<file path="config.mk">
export PLATFORM = sky130hd
export DESIGN_NAME = intr_sequencer_flat
export DESIGN_NICKNAME = d
export VERILOG_FILES = /design/src/rtl/intr_sequencer_pkg.sv /design/src/rtl/intr_sequencer_if.sv /design/src/rtl/intr_drain_timer.sv /design/src/rtl/intr_sequencer.sv /design/src/flat_wrapper.sv
export SDC_FILE = /design/constraint.sdc
export NUM_CORES = 1
export LEC_CHECK = 0
export ABC_AREA = 1
export CORE_UTILIZATION = 35
export CTS_CLUSTER_SIZE = 16
export DETAILED_ROUTE_END_ITERATION = 8
export PLACE_DENSITY_LB_ADDON = 0.2
export SLEW_MARGIN = 20
export SYNTH_ARGS = -nofsm -noshare
export SYNTH_HDL_FRONTEND = slang
export SYNTH_SLANG_ARGS = --single-unit
</file>
<file path="constraint.sdc">
create_clock -name clk -period 2 [get_ports clk]
set_input_delay 0.5 -clock clk [delete_from_list [all_inputs] [get_ports clk]]
set_output_delay 0.5 -clock clk [all_outputs]
set_load 0.02 [all_outputs]
</file>
<file path="src/rtl/intr_sequencer_pkg.sv">
// +--------------------------------------------------------------------+
// | intr_sequencer_pkg                                                 |
// | Exception codes, SPR numbers, MSR bit map and FSM state encodings. |
// | Rev 1.0                                                            |
// +--------------------------------------------------------------------+
`default_nettype none

package intr_sequencer_pkg;

    localparam int c_EXC_CODE_W = 4;
    typedef logic [c_EXC_CODE_W-1:0] exc_code_t;

    localparam exc_code_t c_EXC_NONE     = 4'h0;
    localparam exc_code_t c_EXC_CRITICAL = 4'h1;
    localparam exc_code_t c_EXC_MCHECK   = 4'h2;
    localparam exc_code_t c_EXC_DSI      = 4'h3;
    localparam exc_code_t c_EXC_ISI      = 4'h4;
    localparam exc_code_t c_EXC_EXTERNAL = 4'h5;
    localparam exc_code_t c_EXC_ALIGN    = 4'h6;
    localparam exc_code_t c_EXC_PROGRAM  = 4'h7;
    localparam exc_code_t c_EXC_SC       = 4'h9;
    localparam exc_code_t c_EXC_TRAP     = 4'hA;
    localparam exc_code_t c_EXC_DMISS    = 4'hB;
    localparam exc_code_t c_EXC_IMISS    = 4'hC;

    typedef logic [9:0] sprn_t;
    localparam sprn_t c_SPRN_SRR0 = 10'd26;
    localparam sprn_t c_SPRN_SRR1 = 10'd27;
    localparam sprn_t c_SPRN_DEAR = 10'd61;

    // MSR positions use big-endian numbering: bit 0 is the MSB.
    localparam int c_MSR_EE_POS = 16;
    localparam int c_MSR_PR_POS = 17;
    localparam int c_MSR_IS_POS = 26;
    localparam int c_MSR_DS_POS = 27;

    function automatic logic [31:0] msr_bit(input int pos);
        return 32'h8000_0000 >> pos;
    endfunction

    localparam logic [31:0] c_MSR_CLR_MASK = msr_bit(c_MSR_EE_POS) | msr_bit(c_MSR_PR_POS)
                                           | msr_bit(c_MSR_IS_POS) | msr_bit(c_MSR_DS_POS);

    typedef logic [3:0] state_t;
    localparam state_t c_ST_IDLE      = 4'd0;
    localparam state_t c_ST_DRAIN     = 4'd1;
    localparam state_t c_ST_SAVE_SRR0 = 4'd2;
    localparam state_t c_ST_SAVE_SRR1 = 4'd3;
    localparam state_t c_ST_SAVE_DEAR = 4'd4;
    localparam state_t c_ST_REDIRECT  = 4'd5;
    localparam state_t c_ST_ACK       = 4'd6;
    localparam state_t c_ST_RFI_SRR0  = 4'd7;
    localparam state_t c_ST_RFI_SRR1  = 4'd8;
    localparam state_t c_ST_RFI_DONE  = 4'd9;

    // Data-side faults also record the faulting address in DEAR.
    function automatic logic is_data_fault(input exc_code_t code);
        return (code == c_EXC_DSI) || (code == c_EXC_DMISS);
    endfunction

endpackage

`default_nettype wire

</file>
<file path="src/rtl/intr_sequencer_if.sv">
// +--------------------------------------------------------------------+
// | intr_sequencer_if                                                  |
// | Encoder, register-file SPR port and pipeline control bundle.       |
// | Rev 1.0                                                            |
// +--------------------------------------------------------------------+
`default_nettype none

interface intr_sequencer_if #(
    parameter int EXC_W = 4
);
    logic [EXC_W-1:0] excep_code;
    logic [31:0]      entry_addr;
    logic [31:0]      epc;
    logic [31:0]      fault_addr;
    logic [31:0]      msr_in;
    logic             rfi_req;
    logic             pipe_empty;
    logic [31:0]      spr_rd;
    logic [9:0]       spr_addr;
    logic [31:0]      spr_wd;
    logic             spr_wr;
    logic             ack;
    logic             pipe_flush;
    logic             pipe_stall;
    logic             pc_load;
    logic [31:0]      pc_next;
    logic             msr_we;
    logic [31:0]      msr_wd;
    logic             busy;
    logic             rfi_done;
    logic             drain_err;

    modport master (
        input  excep_code, entry_addr, epc, fault_addr, msr_in, rfi_req, pipe_empty, spr_rd,
        output spr_addr, spr_wd, spr_wr, ack, pipe_flush, pipe_stall, pc_load, pc_next,
               msr_we, msr_wd, busy, rfi_done, drain_err
    );

    modport slave (
        output excep_code, entry_addr, epc, fault_addr, msr_in, rfi_req, pipe_empty, spr_rd,
        input  spr_addr, spr_wd, spr_wr, ack, pipe_flush, pipe_stall, pc_load, pc_next,
               msr_we, msr_wd, busy, rfi_done, drain_err
    );
endinterface

`default_nettype wire

</file>
<file path="src/rtl/intr_drain_timer.sv">
// +--------------------------------------------------------------------+
// | intr_drain_timer                                                   |
// | Bounded wait for pipeline drain with sticky timeout flag.          |
// | Rev 1.0                                                            |
// +--------------------------------------------------------------------+
`default_nettype none

module intr_drain_timer #(
    parameter int DRAIN_MAX = 16
) (
    input  wire  clk,
    input  wire  rst,
    input  logic en,
    input  logic pipe_empty,
    output logic done,
    output logic drain_err
);
    localparam int c_CNT_W = (DRAIN_MAX > 1) ? $clog2(DRAIN_MAX) : 1;
    localparam logic [c_CNT_W-1:0] c_CNT_LAST = c_CNT_W'(DRAIN_MAX - 1);

    logic [c_CNT_W-1:0] r_cnt;
    logic               r_err;
    logic               w_last;
    logic               w_timeout;

    assign w_last    = (r_cnt == c_CNT_LAST);
    assign done      = en && (pipe_empty || w_last);
    // A drained pipe on the final count is a normal exit, not a timeout.
    assign w_timeout = en && !pipe_empty && w_last;
    assign drain_err = r_err;

    always_ff @(posedge clk or negedge rst) begin
        if (!rst) begin
            r_cnt <= '0;
        end else if (en && !done) begin
            r_cnt <= r_cnt + 1'b1;
        end else begin
            r_cnt <= '0;
        end
    end

    always_ff @(posedge clk or negedge rst) begin
        if (!rst) begin
            r_err <= 1'b0;
        end else if (w_timeout) begin
            r_err <= 1'b1;
        end
    end

endmodule

`default_nettype wire

</file>
<file path="src/rtl/intr_sequencer.sv">
// +--------------------------------------------------------------------+
// | intr_sequencer                                                     |
// | Interrupt entry (drain/save/redirect/ack) and rfi return sequencer.|
// | Rev 1.0                                                            |
// +--------------------------------------------------------------------+
`default_nettype none

module intr_sequencer
    import intr_sequencer_pkg::*;
#(
    parameter int          EXC_W        = 4,
    parameter int          DRAIN_MAX    = 16,
    parameter logic [31:0] MSR_CLR_MASK = c_MSR_CLR_MASK
) (
    input wire clk,
    input wire rst,
    intr_sequencer_if.master bus
);

    state_t           r_state;
    state_t           w_next;
    logic [EXC_W-1:0] r_code;
    logic [31:0]      r_epc;
    logic [31:0]      r_msr;
    logic [31:0]      r_fault;
    logic [31:0]      r_entry;
    logic [31:0]      r_pc_tmp;
    logic [31:0]      r_msr_tmp;
    logic             r_guard;
    logic             w_accept;
    logic             w_data_fault;
    logic             w_in_drain;
    logic             w_drain_done;
    logic             w_drain_err;

    logic [9:0]       w_spr_addr;
    logic [31:0]      w_spr_wd;
    logic             w_spr_wr;
    logic             w_ack;
    logic             w_flush;
    logic             w_busy;
    logic             w_pc_load;
    logic [31:0]      w_pc_next;
    logic             w_msr_we;
    logic [31:0]      w_msr_wd;
    logic             w_rfi_done;

    assign w_accept     = (r_state == c_ST_IDLE) && (bus.excep_code != EXC_W'(c_EXC_NONE)) && !r_guard;
    assign w_data_fault = is_data_fault(c_EXC_CODE_W'(r_code));
    assign w_in_drain   = (r_state == c_ST_DRAIN);
    assign w_busy       = (r_state != c_ST_IDLE);

    intr_drain_timer #(
        .DRAIN_MAX (DRAIN_MAX)
    ) u_drain_timer (
        .clk        (clk),
        .rst        (rst),
        .en         (w_in_drain),
        .pipe_empty (bus.pipe_empty),
        .done       (w_drain_done),
        .drain_err  (w_drain_err)
    );

    always_ff @(posedge clk or negedge rst) begin
        if (!rst) begin
            r_state <= c_ST_IDLE;
        end else begin
            r_state <= w_next;
        end
    end

    always_comb begin
        w_next = r_state;
        case (r_state)
            c_ST_IDLE: begin
                // Exception beats a same-cycle rfi; the rfi pulse is lost.
                if (w_accept) begin
                    w_next = c_ST_DRAIN;
                end else if (bus.rfi_req) begin
                    w_next = c_ST_RFI_SRR0;
                end
            end
            c_ST_DRAIN:     w_next = w_drain_done ? c_ST_SAVE_SRR0 : c_ST_DRAIN;
            c_ST_SAVE_SRR0: w_next = c_ST_SAVE_SRR1;
            c_ST_SAVE_SRR1: w_next = w_data_fault ? c_ST_SAVE_DEAR : c_ST_REDIRECT;
            c_ST_SAVE_DEAR: w_next = c_ST_REDIRECT;
            c_ST_REDIRECT:  w_next = c_ST_ACK;
            c_ST_ACK:       w_next = c_ST_IDLE;
            c_ST_RFI_SRR0:  w_next = c_ST_RFI_SRR1;
            c_ST_RFI_SRR1:  w_next = c_ST_RFI_DONE;
            c_ST_RFI_DONE:  w_next = c_ST_IDLE;
            default:        w_next = c_ST_IDLE;
        endcase
    end

    always_comb begin
        w_spr_addr = '0;
        w_spr_wd   = '0;
        w_spr_wr   = 1'b0;
        w_ack      = 1'b0;
        w_flush    = 1'b0;
        w_pc_load  = 1'b0;
        w_pc_next  = '0;
        w_msr_we   = 1'b0;
        w_msr_wd   = '0;
        w_rfi_done = 1'b0;
        case (r_state)
            c_ST_DRAIN: w_flush = 1'b1;
            c_ST_SAVE_SRR0: begin
                w_spr_wr   = 1'b1;
                w_spr_addr = c_SPRN_SRR0;
                w_spr_wd   = r_epc;
            end
            c_ST_SAVE_SRR1: begin
                w_spr_wr   = 1'b1;
                w_spr_addr = c_SPRN_SRR1;
                w_spr_wd   = r_msr;
            end
            c_ST_SAVE_DEAR: begin
                w_spr_wr   = 1'b1;
                w_spr_addr = c_SPRN_DEAR;
                w_spr_wd   = r_fault;
            end
            c_ST_REDIRECT: begin
                w_pc_load = 1'b1;
                w_pc_next = r_entry;
                w_msr_we  = 1'b1;
                w_msr_wd  = r_msr & ~MSR_CLR_MASK;
            end
            c_ST_ACK:      w_ack = 1'b1;
            c_ST_RFI_SRR0: w_spr_addr = c_SPRN_SRR0;
            c_ST_RFI_SRR1: w_spr_addr = c_SPRN_SRR1;
            c_ST_RFI_DONE: begin
                w_pc_load  = 1'b1;
                w_pc_next  = r_pc_tmp;
                w_msr_we   = 1'b1;
                w_msr_wd   = r_msr_tmp;
                w_rfi_done = 1'b1;
            end
            default: ;
        endcase
    end

    always_ff @(posedge clk or negedge rst) begin
        if (!rst) begin
            r_code  <= '0;
            r_epc   <= '0;
            r_msr   <= '0;
            r_fault <= '0;
            r_entry <= '0;
        end else if (w_accept) begin
            r_code  <= bus.excep_code;
            r_epc   <= bus.epc;
            r_msr   <= bus.msr_in;
            r_fault <= bus.fault_addr;
            r_entry <= bus.entry_addr;
        end
    end

    // Encoder still shows the old code in the first IDLE cycle after ack.
    always_ff @(posedge clk or negedge rst) begin
        if (!rst) begin
            r_guard <= 1'b0;
        end else begin
            r_guard <= (r_state == c_ST_ACK);
        end
    end

    always_ff @(posedge clk or negedge rst) begin
        if (!rst) begin
            r_pc_tmp  <= '0;
            r_msr_tmp <= '0;
        end else begin
            if (r_state == c_ST_RFI_SRR0) begin
                r_pc_tmp <= bus.spr_rd;
            end
            if (r_state == c_ST_RFI_SRR1) begin
                r_msr_tmp <= bus.spr_rd;
            end
        end
    end

    assign bus.spr_addr   = w_spr_addr;
    assign bus.spr_wd     = w_spr_wd;
    assign bus.spr_wr     = w_spr_wr;
    assign bus.ack        = w_ack;
    assign bus.pipe_flush = w_flush;
    assign bus.pipe_stall = w_busy;
    assign bus.pc_load    = w_pc_load;
    assign bus.pc_next    = w_pc_next;
    assign bus.msr_we     = w_msr_we;
    assign bus.msr_wd     = w_msr_wd;
    assign bus.busy       = w_busy;
    assign bus.rfi_done   = w_rfi_done;
    assign bus.drain_err  = w_drain_err;

endmodule

`default_nettype wire

</file>
<file path="src/flat_wrapper.sv">
// flat-port wrapper written by rule: the top's interface ports become plain ports
module intr_sequencer_flat import intr_sequencer_pkg::*;
#(
    parameter int          EXC_W        = 4,
    parameter int          DRAIN_MAX    = 16,
    parameter logic [31:0] MSR_CLR_MASK = c_MSR_CLR_MASK
)
  (clk, rst, bus_excep_code, bus_entry_addr, bus_epc, bus_fault_addr, bus_msr_in, bus_rfi_req, bus_pipe_empty, bus_spr_rd, bus_spr_addr, bus_spr_wd, bus_spr_wr, bus_ack, bus_pipe_flush, bus_pipe_stall, bus_pc_load, bus_pc_next, bus_msr_we, bus_msr_wd, bus_busy, bus_rfi_done, bus_drain_err);
  intr_sequencer_if #(.EXC_W(EXC_W)) bus_i ();
  input wire clk;
  input wire rst;
  input wire logic [$bits(bus_i.excep_code)-1:0] bus_excep_code;
  input wire logic [$bits(bus_i.entry_addr)-1:0] bus_entry_addr;
  input wire logic [$bits(bus_i.epc)-1:0] bus_epc;
  input wire logic [$bits(bus_i.fault_addr)-1:0] bus_fault_addr;
  input wire logic [$bits(bus_i.msr_in)-1:0] bus_msr_in;
  input wire logic [$bits(bus_i.rfi_req)-1:0] bus_rfi_req;
  input wire logic [$bits(bus_i.pipe_empty)-1:0] bus_pipe_empty;
  input wire logic [$bits(bus_i.spr_rd)-1:0] bus_spr_rd;
  output wire logic [$bits(bus_i.spr_addr)-1:0] bus_spr_addr;
  output wire logic [$bits(bus_i.spr_wd)-1:0] bus_spr_wd;
  output wire logic [$bits(bus_i.spr_wr)-1:0] bus_spr_wr;
  output wire logic [$bits(bus_i.ack)-1:0] bus_ack;
  output wire logic [$bits(bus_i.pipe_flush)-1:0] bus_pipe_flush;
  output wire logic [$bits(bus_i.pipe_stall)-1:0] bus_pipe_stall;
  output wire logic [$bits(bus_i.pc_load)-1:0] bus_pc_load;
  output wire logic [$bits(bus_i.pc_next)-1:0] bus_pc_next;
  output wire logic [$bits(bus_i.msr_we)-1:0] bus_msr_we;
  output wire logic [$bits(bus_i.msr_wd)-1:0] bus_msr_wd;
  output wire logic [$bits(bus_i.busy)-1:0] bus_busy;
  output wire logic [$bits(bus_i.rfi_done)-1:0] bus_rfi_done;
  output wire logic [$bits(bus_i.drain_err)-1:0] bus_drain_err;
  assign bus_i.excep_code = bus_excep_code;
  assign bus_i.entry_addr = bus_entry_addr;
  assign bus_i.epc = bus_epc;
  assign bus_i.fault_addr = bus_fault_addr;
  assign bus_i.msr_in = bus_msr_in;
  assign bus_i.rfi_req = bus_rfi_req;
  assign bus_i.pipe_empty = bus_pipe_empty;
  assign bus_i.spr_rd = bus_spr_rd;
  assign bus_spr_addr = bus_i.spr_addr;
  assign bus_spr_wd = bus_i.spr_wd;
  assign bus_spr_wr = bus_i.spr_wr;
  assign bus_ack = bus_i.ack;
  assign bus_pipe_flush = bus_i.pipe_flush;
  assign bus_pipe_stall = bus_i.pipe_stall;
  assign bus_pc_load = bus_i.pc_load;
  assign bus_pc_next = bus_i.pc_next;
  assign bus_msr_we = bus_i.msr_we;
  assign bus_msr_wd = bus_i.msr_wd;
  assign bus_busy = bus_i.busy;
  assign bus_rfi_done = bus_i.rfi_done;
  assign bus_drain_err = bus_i.drain_err;
  intr_sequencer #(.EXC_W(EXC_W), .DRAIN_MAX(DRAIN_MAX), .MSR_CLR_MASK(MSR_CLR_MASK)) u_core (.clk(clk), .rst(rst), .bus(bus_i));
endmodule
</file>
Word-level counts from Yosys, hierarchy flattened
Cells that the tools add are included.

cells by class
  add/sub/neg operators = 1
  eq/ne operators = 13
  mux-type cells = 15
  reductions and logical operators = 18

operator list
  cell                 number
  $pmux 32 s2          2
  $pmux 32 s3          1
  $pmux 4 s8           1
  $pmux 6 s3           1
  $eq 4x3->1 const B   4
  $eq 4x4->1 const B   4
  $eq 4x2->1 const B   3
  $mux 4               3
  $reduce_bool 4->1    2
  $logic_and 1x1->1    6
  $mux 1               6
  $reduce_or 2->1      3
  $add 4x1->4 const B  1
  $eq 4x1->1 const B   1
  $logic_not 4->1      1
  $logic_not 1->1      3
  $ne 3x2->1 const B   1
  $reduce_or 3->1      1
  $logic_or 1x1->1     2
  $mux 2               1

word-level totals
  register bits = 206
  bits of input ports = 168
  output and inout port bits = 115
  word-level logic and storage cells = 58

Longest topological paths before layout
Gate-level depths: netlist of the first run.

  depth after elaboration = 6
  mapped depth = 9
  depth with buffers taken out = 8

Cells and area by module
A second synthesis of the first run with hierarchy kept.

second synthesis, totals
  cell total of the unflattened synthesis = 1,234
  area total of the unflattened synthesis = 9,562.9 um^2

modules (own cells, without submodules)
  module            instances  cells each  area each (um^2)  seq. area each (um^2)
  intr_sequencer    1          1,209       9,323.9           5,004.8
  intr_drain_timer  1          25          239.0             125.1

Worst setup path before layout of the first run
Ideal clock, no wire load.

  path kind = register to output
  start = register u_core.r_state[3]
  end = output port bus_spr_wd[22]
  data arrival time = 1,517 ps
  data required time = 1,500 ps
  path slack = -17 ps
  stages on the path, launching flop included = 8
  path buffers = 2
  cell sequence = dfrtp_1 nor2_4 inv_1 nor2_4 inv_2 buf_2 buf_2 o211ai_1

on the way
  cells in the longest elaborated chain, start to end = 2
  elaborated cells on any way between the ends = 4
  classes of those cells = eq/ne (3); mux (1)

ends and longest elaborated chain
  what                                             RTL line               source
  start, declared                                  intr_sequencer.sv:20   state_t r_state;
  start signal, assigned                           intr_sequencer.sv:66   r_state <= c_ST_IDLE;
  start signal, assigned                           intr_sequencer.sv:68   r_state <= w_next;
  $eq 4x3->1 / $eq 4x2->1 (equally long branches)  intr_sequencer.sv:107  case (r_state)
  $pmux 32 s3 *                                    intr_sequencer.sv:107
  end, declared                                    flat_wrapper.sv:21     output wire logic [$bits(bus_i.spr_wd)-1:0] bus_spr_wd;

Mark *: on every way between the ends. The rest lies on a longest branch, timed or not.

Worst setup path in the final report of the first run
  start = register u_core.r_state[1]
  end = output port bus_msr_wd[10]

on the way
  cells in the longest elaborated chain, start to end = 2
  elaborated cells on any way between the ends = 3
  classes of those cells = eq/ne (2); mux (1)

ends and longest elaborated chain
  what                                             RTL line               source
  $eq 4x4->1 / $eq 4x3->1 (equally long branches)  intr_sequencer.sv:107
  $pmux 32 s2 *                                    intr_sequencer.sv:107
  end, declared                                    flat_wrapper.sv:29     output wire logic [$bits(bus_i.msr_wd)-1:0] bus_msr_wd;

Marked as above.

==> flow_summary.yaml, run 1 <==
cts:
  cts_root_buffer: "clkbuf_16"
  cts.path.max_buffers: 3
  clkTransAtPathRegs_ps: 60
  cts_made_buffers: 24
  clk_latency_ps: 510
  cts_tree: "built"
  htreeDepth: 1
  cts_sinks: 205
synth:
  ys_seq_elements: 205
  syn_area_mm2: 0.00907
  ys_warn_count: 0
  synthTopCellsByCount: "nand2_1, dfrtp_1, o21ai_0"
  ys_types: 22
  synth.top_cell.area_share: 0.565
  synth-main-ff-cell: "dfrtp_1"
  synth_async_sr_flop_share: 1.00
  synth-edff-count: 0
  synth.most_common_cell: "nand2_1"
  netlist_instances: 1105
  yosysTopAreaCell: "dfrtp_1"
  syn_area_per_cell_um2: 8.21
  ys_seq_area_frac: 0.565
  synthTopCellsByArea: "dfrtp_1, nand2_1, o21ai_0"
timing:
  rsz0062_at_grt: "true"
  fin_crit_sh: 1.25
  tightestPinTransition_ps: 567
  finalHoldViolations: 0
  final_max_slew_viol_count: 0
  fin_crit_ps: 2490
  max_freq_mhz: 401
  relSlewSlack: 0.622
  fin_ws_ps: -491
  setup_tns_ps: -42440
  setup_viol: 110
  fin_worst_skew_ps: 6.46
route:
  wl_per_cell_um: 18.5
  drt_first_pass_iters: 5
  drtIter0Drc: 560
  drc: 0
  vias: 8691
  wl_um: 33100
  vias_per_cell: 4.85
  ant_nets: 0
die:
  io-pin-count: 283
  core_mm2: 0.0253
  die_h_um: 163
  die_area_mm2: 0.0266
  fp-row-count: 58
  die_x_um: 163
  initial_core_util: 0.358
global_routing:
  grt_pass1_wl_um: 49300
  grt_max_degree: 67
  grt_pass1_vias: 8527
  grt_use_total: 0.246
  grt-ovfl-total: 0
  antenna_found_initial: 1
power:
  ir_worst_vdd_uv: 785
  power_density_mw_per_mm2: 1520
  leakage_nw: 7.35
worst_hold_path:
  worstHoldPathType: "register to register"
  hold_start: "u_core.u_drain_timer.r_cnt[0]"
  min_to: "u_core.u_drain_timer.r_cnt[0]"
  hold_depth: 1
cells_and_area:
  finalCoreUtilization: 0.579
  area_growth_pct: 61.6
  nets: 1612
  drive_above_1_share: 0.243
setup_path:
  reg2reg_to: "u_core.r_msr[11]"
  worst_setup_path_end_kind: "output pin"
  crit_arrival_ps: 1990
  critPathMaxFanout: 8
  rr_worst_depth: 10
  worstSetupPathType: "register to output pin"
  ff2ff_setup_slack_ps: 90
  crit_required_ps: 1500
  r2r_start: "u_core.r_state[0]"
  start_kind: "register"
outcome:
  status: "finished with violations"
  violations: "negative setup slack"
placement:
  gp_congestion: 0.872
  dpl.hpwl_um: 22600
  preCtsSetupSlack_ps: -463
  port_buffers: 278
run:
  max_cap_violations: 0
placed cells by master, fill, tap and decap left out, types with 3 or more instances in the layout:
cell | Yosys | routed
a22o_1 | 33 | 33
buf_12 | 0 | 27
buf_16 | 0 | 7
buf_4 | 8 | 77
buf_6 | 0 | 89
buf_8 | 0 | 5
clkbuf_1 | 21 | 8
clkbuf_16 | 0 | 26
clkbuf_8 | 0 | 7
clkdlybuf4s50_1 | 0 | 166
clkinv_2 | 0 | 3
conb_1 | 1 | 4
dfrtp_1 | 205 | 204
inv_1 | 79 | 73
inv_2 | 5 | 6
nand2_1 | 514 | 463
nand2_2 | 0 | 25
nand2_4 | 0 | 25
nand3_1 | 12 | 4
nand3_2 | 0 | 6
nor2_1 | 25 | 14
nor2_4 | 2 | 14
o211ai_1 | 27 | 27
o21ai_0 | 101 | 75
o21ai_1 | 22 | 27
o21ai_2 | 0 | 16
o21ai_4 | 0 | 5
critical path, cell delays in order (launching register included):
cell and delay [ps]:
dfrtp_2 440, nor2_4 200, nand2_4 110, inv_8 80
buf_12 130, buf_12 130, buf_6 110, nand2_4 40
o21ai_1 60, buf_4 170
cell type report:
class / count / area [um^2]
repair buffers: 379 / 4130
fillers: 2265 / 10700
multi-input cells: 749 / 3820
well taps: 330 / 413
clock inverters: 4 / 70.1
flip-flops and latches: 205 / 5130
inverters: 84 / 337
clock buffers: 40 / 752
diodes: 1 / 2.50
worst max path at each step:
stage                                 start              to  slack (ps)  cells past startpoint
final                     u_core.r_state[1]  bus_msr_wd[10]        -490                      9
after global routing      u_core.r_state[3]  bus_spr_wd[10]        -590                      9
after CTS                 u_core.r_state[2]  bus_msr_wd[24]        -480                     10
after detailed placement  u_core.r_state[0]  bus_msr_wd[22]        -460                      6
after global placement    u_core.r_state[0]  bus_msr_wd[22]        -460                      6
after floorplan           u_core.r_state[2]  bus_spr_wd[22]          20                      7
per-layer routing:
layer | GRT usage | up-vias | routed length [um]
li1 | - | 4137 | -
met1 | 0.338 | 4166 | 14600
met2 | 0.395 | 330 | 15600
met3 | 0.0433 | 58 | 2060
met4 | 0.0722 | 0 | 861
met5 | 0 | - | 0
cell families after synthesis:
kind of cell             count (synthesis)  synth area share
AND/OR/NAND/NOR                        556             0.234
flip-flops                             205             0.565
AO/OA/AOI/OAI                          186             0.124
buffers and inverters                  154            0.0727
XOR/XNOR                                 2           0.00193
adder cells (fa/ha/maj)                  1           0.00138
other                                    1          0.000413
power by group:
part	internal (mW)	switching, mW	leakage, nW
combinational	4.32	5.85	4.44
sequential	6.21	1.33	2.51
clock	2.80	1.72	0.404
sequential cells by signal, summed over array words and instances, names as in the netlist:
register,cells
u_core.r_entry,32
u_core.r_epc,32
u_core.r_fault,32
u_core.r_msr,32
u_core.r_msr_tmp,32
u_core.r_pc_tmp,32
u_core.r_state,4
u_core.u_drain_timer.r_cnt,4
u_core.r_code,3
u_core.r_guard,1
u_core.u_drain_timer.drain_err,1
through the flow:
step           instances  cell area, um^2  hold WS (ps)  total power [mW]
2_1_floorplan       1108             9100           204              12.0
3_3_place_gp        1707            12700           453              16.0
3_5_place_dp        1707            12700           458              16.2
4_1_cts             1777            14100           466              21.6
5_1_grt             1792            14700           489              23.6
6_report            1792            14700           465              22.2
what timing repair did:
action / CTS / global route
gates cloned: 7 / 1
setup buffers: 19 / 15
resized for setup: 702 / 145
hold buffers: 1 / 0
endpoints found under the setup margin: 111 / 111
pin swaps: 14 / 16
endpoints found under the hold margin: 53 / 0
No activity file was read; power rests on OpenSTA's default activity.
==> run 2, diff against run 1 <==
Settings changed: SLEW_MARGIN 20 to 10.
==> results of run 2 <==
The final DEF is identical to that of run 1; final timing and power are the same.
==> run 3, diff against run 2 <==
Settings changed: MAX_ROUTING_LAYER from default to met4.
==> run 3 against run 2 <==
Against the previous run:
- the run still ends with negative setup slack left
- largest cell class unchanged
- non-clock buffer count unchanged
- largest power group unchanged
- cell area did not move
- worst setup slack improved by 5.2 ps
- fmax increased by 0.21%
- first-iteration DRC count fell by 3.9%
- sequential cell count stayed put
- routed wire length hardly changed
- total power about the same
- clock skew rose by 3.5 ps
- final cell count unchanged
==> flow_summary.yaml, run 3 (synthesis results as in run 1) <==
outcome:
  status: "finished with violations"
  violations: "negative setup slack"
setup_path:
  reg2reg_to: "u_core.r_msr[11]"
  path_cells: "inv_2 -> nor2_4 -> nand2_4 -> inv_8 -> buf_12 -> buf_12 -> buf_12 -> a22o_1 -> buf_2"
  r2r_start: "u_core.r_state[0]"
  worst_setup_path_end_kind: "output pin"
  rr_worst_depth: 10
  critPathMaxFanout: 9
  critical-path-slowest-cell: "dfrtp_1"
  worstSetupPathType: "register to output pin"
  slowest_delay_ps: 400
  crit_required_ps: 1500
  setup.worst_path.end: "bus_pc_next[26]"
  ff2ff_setup_slack_ps: 80
  start_kind: "register"
  worstSetupStartpoint: "u_core.r_state[0]"
  crit_arrival_ps: 1990
  path_common_cell: "buf_12"
placement:
  port_buffers: 278
  post_dp_cell_area_mm2: 0.0127
  dpl.hpwl_um: 22600
  preCtsSetupSlack_ps: -463
  gp_congestion: 0.887
global_routing:
  grt_max_degree: 67
  grt-ovfl-total: 0
  grt_use_total: 0.253
  antenna_found_initial: 1
  grt_pass1_vias: 8519
  grt_pass1_wl_um: 49300
timing:
  relSlewSlack: 0.617
  finalHoldViolations: 0
  fin_crit_sh: 1.24
  fin_crit_ps: 2490
  tightestPinTransition_ps: 574
  rsz0062_at_grt: "true"
  fin_ws_ps: -486
  max_freq_mhz: 402
  setup_viol: 110
  final_max_slew_viol_count: 0
  fin_worst_skew_ps: 9.97
power:
  p_sw_mw: 8.91
  leakage_nw: 7.35
  internal-power_mw: 13.3
  power_frac_seq: 0.339
  ir_worst_vdd_uv: 606
  power_frac_comb: 0.458
  clkPwrFrac: 0.203
  power_density_mw_per_mm2: 1520
  netSwitchingFraction: 0.400
route:
  wl_um: 33100
  vias_per_cell: 4.83
  drtIter0Drc: 538
  drt_first_pass_iters: 5
  drc: 0
  wl_per_cell_um: 18.5
  ant_nets: 0
  vias: 8664
cells_and_area:
  fin_area_mm2: 0.0147
  drive_above_1_share: 0.243
  regArea_mm2: 0.00513
  area_growth_pct: 61.6
  final_cell_mix: "nand2_1, dfrtp_1, clkdlybuf4s50_1, buf_6, buf_4"
  finalCoreUtilization: 0.579
  fill_cells: 2262
  layout_commonest_cell: "nand2_1"
  nets: 1612
  multi_input_area_mm2: 0.00382
cts:
  cts_root_buffer: "clkbuf_16"
  clk_latency_ps: 510
  htreeDepth: 1
  cts.path.max_buffers: 3
  cts_sinks: 205
  clkTransAtPathRegs_ps: 60
  cts_tree: "built"
  cts_made_buffers: 24
die:
  die_area_mm2: 0.0266
  io-pin-count: 283
  initial_core_util: 0.358
  die_x_um: 163
  core_mm2: 0.0253
  die_h_um: 163
  fp-row-count: 58
run:
  max_cap_violations: 0
worst_hold_path:
  worstHoldPathType: "register to register"
run 3: cell counts in the layout (fill, tap and decap cells not counted):
No cell type changed its count.
run 3: final cells by class:
cell class,count,share of cell area
Tap cell,330,0.0282
Inverter,84,0.0230
Sequential cell,205,0.350
Multi-Input combinational cell,749,0.261
Antenna cell,1,0.000171
Timing Repair Buffer,379,0.282
Clock buffer,40,0.0513
Clock inverter,4,0.00478
run 3: critical path, delay by kind of cell (launching register included):
| family | cells | cell delay [ps] |
|---|---|---|
| AO/OA/AOI/OAI | 1 | 180 |
| buffers and inverters | 6 | 710 |
| flip-flops | 1 | 400 |
| AND/OR/NAND/NOR | 2 | 180 |
run 3: power by group through the flow:
stage	clock network, mW	registers (mW)	logic, mW
5_1_grt	4.77	7.72	11.1
4_1_cts	4.62	7.41	9.55
6_report	4.52	7.55	10.2
2_1_floorplan	0	7.00	5.02
3_3_place_gp	0	7.37	8.65
3_5_place_dp	0	7.40	8.77
run 3: through the flow:
| stage | setup TNS, ps | cells | power [mW] | hold WS, ps |
|---|---|---|---|---|
| 6_report | -42090 | 1792 | 22.2 | 464 |
| 5_1_grt | -49730 | 1792 | 23.6 | 489 |
| 4_1_cts | -40450 | 1777 | 21.6 | 466 |
| 3_5_place_dp | -39700 | 1707 | 16.2 | 458 |
| 3_3_place_gp | -36710 | 1707 | 16.0 | 453 |
| 2_1_floorplan | 0 | 1108 | 12.0 | 204 |
run 3: worst min path at each step:
stage / start / to / slack (ps) / depth (start not counted)
floorplan: rst / u_core.r_code[0] / 200 / 0
global placement: u_core.r_epc[24] / u_core.r_epc[24] / 450 / 2
detailed placement: u_core.u_drain_timer.r_cnt[0] / u_core.u_drain_timer.r_cnt[0] / 460 / 1
CTS: u_core.u_drain_timer.r_cnt[0] / u_core.u_drain_timer.r_cnt[0] / 470 / 1
global route: u_core.r_fault[2] / u_core.r_fault[2] / 490 / 2
finish: u_core.u_drain_timer.r_cnt[0] / u_core.u_drain_timer.r_cnt[0] / 460 / 1
run 3: per-layer routing:
| metal | vias up | global-route usage | part of all wire | wire length (um) |
|---|---|---|---|---|
| li1 | 4130 | - | - | - |
| met1 | 4172 | 0.342 | 0.45 | 14800 |
| met2 | 310 | 0.394 | 0.47 | 15700 |
| met3 | 52 | 0.0390 | 0.060 | 1970 |
| met4 | 0 | 0.0722 | 0.021 | 680 |
| met5 | - | - | 0 | 0 |
run 3: what timing repair did:
item | in CTS | in global routing
gates cloned | 7 | 1
pin swaps | 14 | 16
setup buffers | 19 | 15
hold buffers | 1 | 0
endpoints found under the hold margin | 53 | 0
setup endpoints to repair | 111 | 111
gates resized for setup | 702 | 145
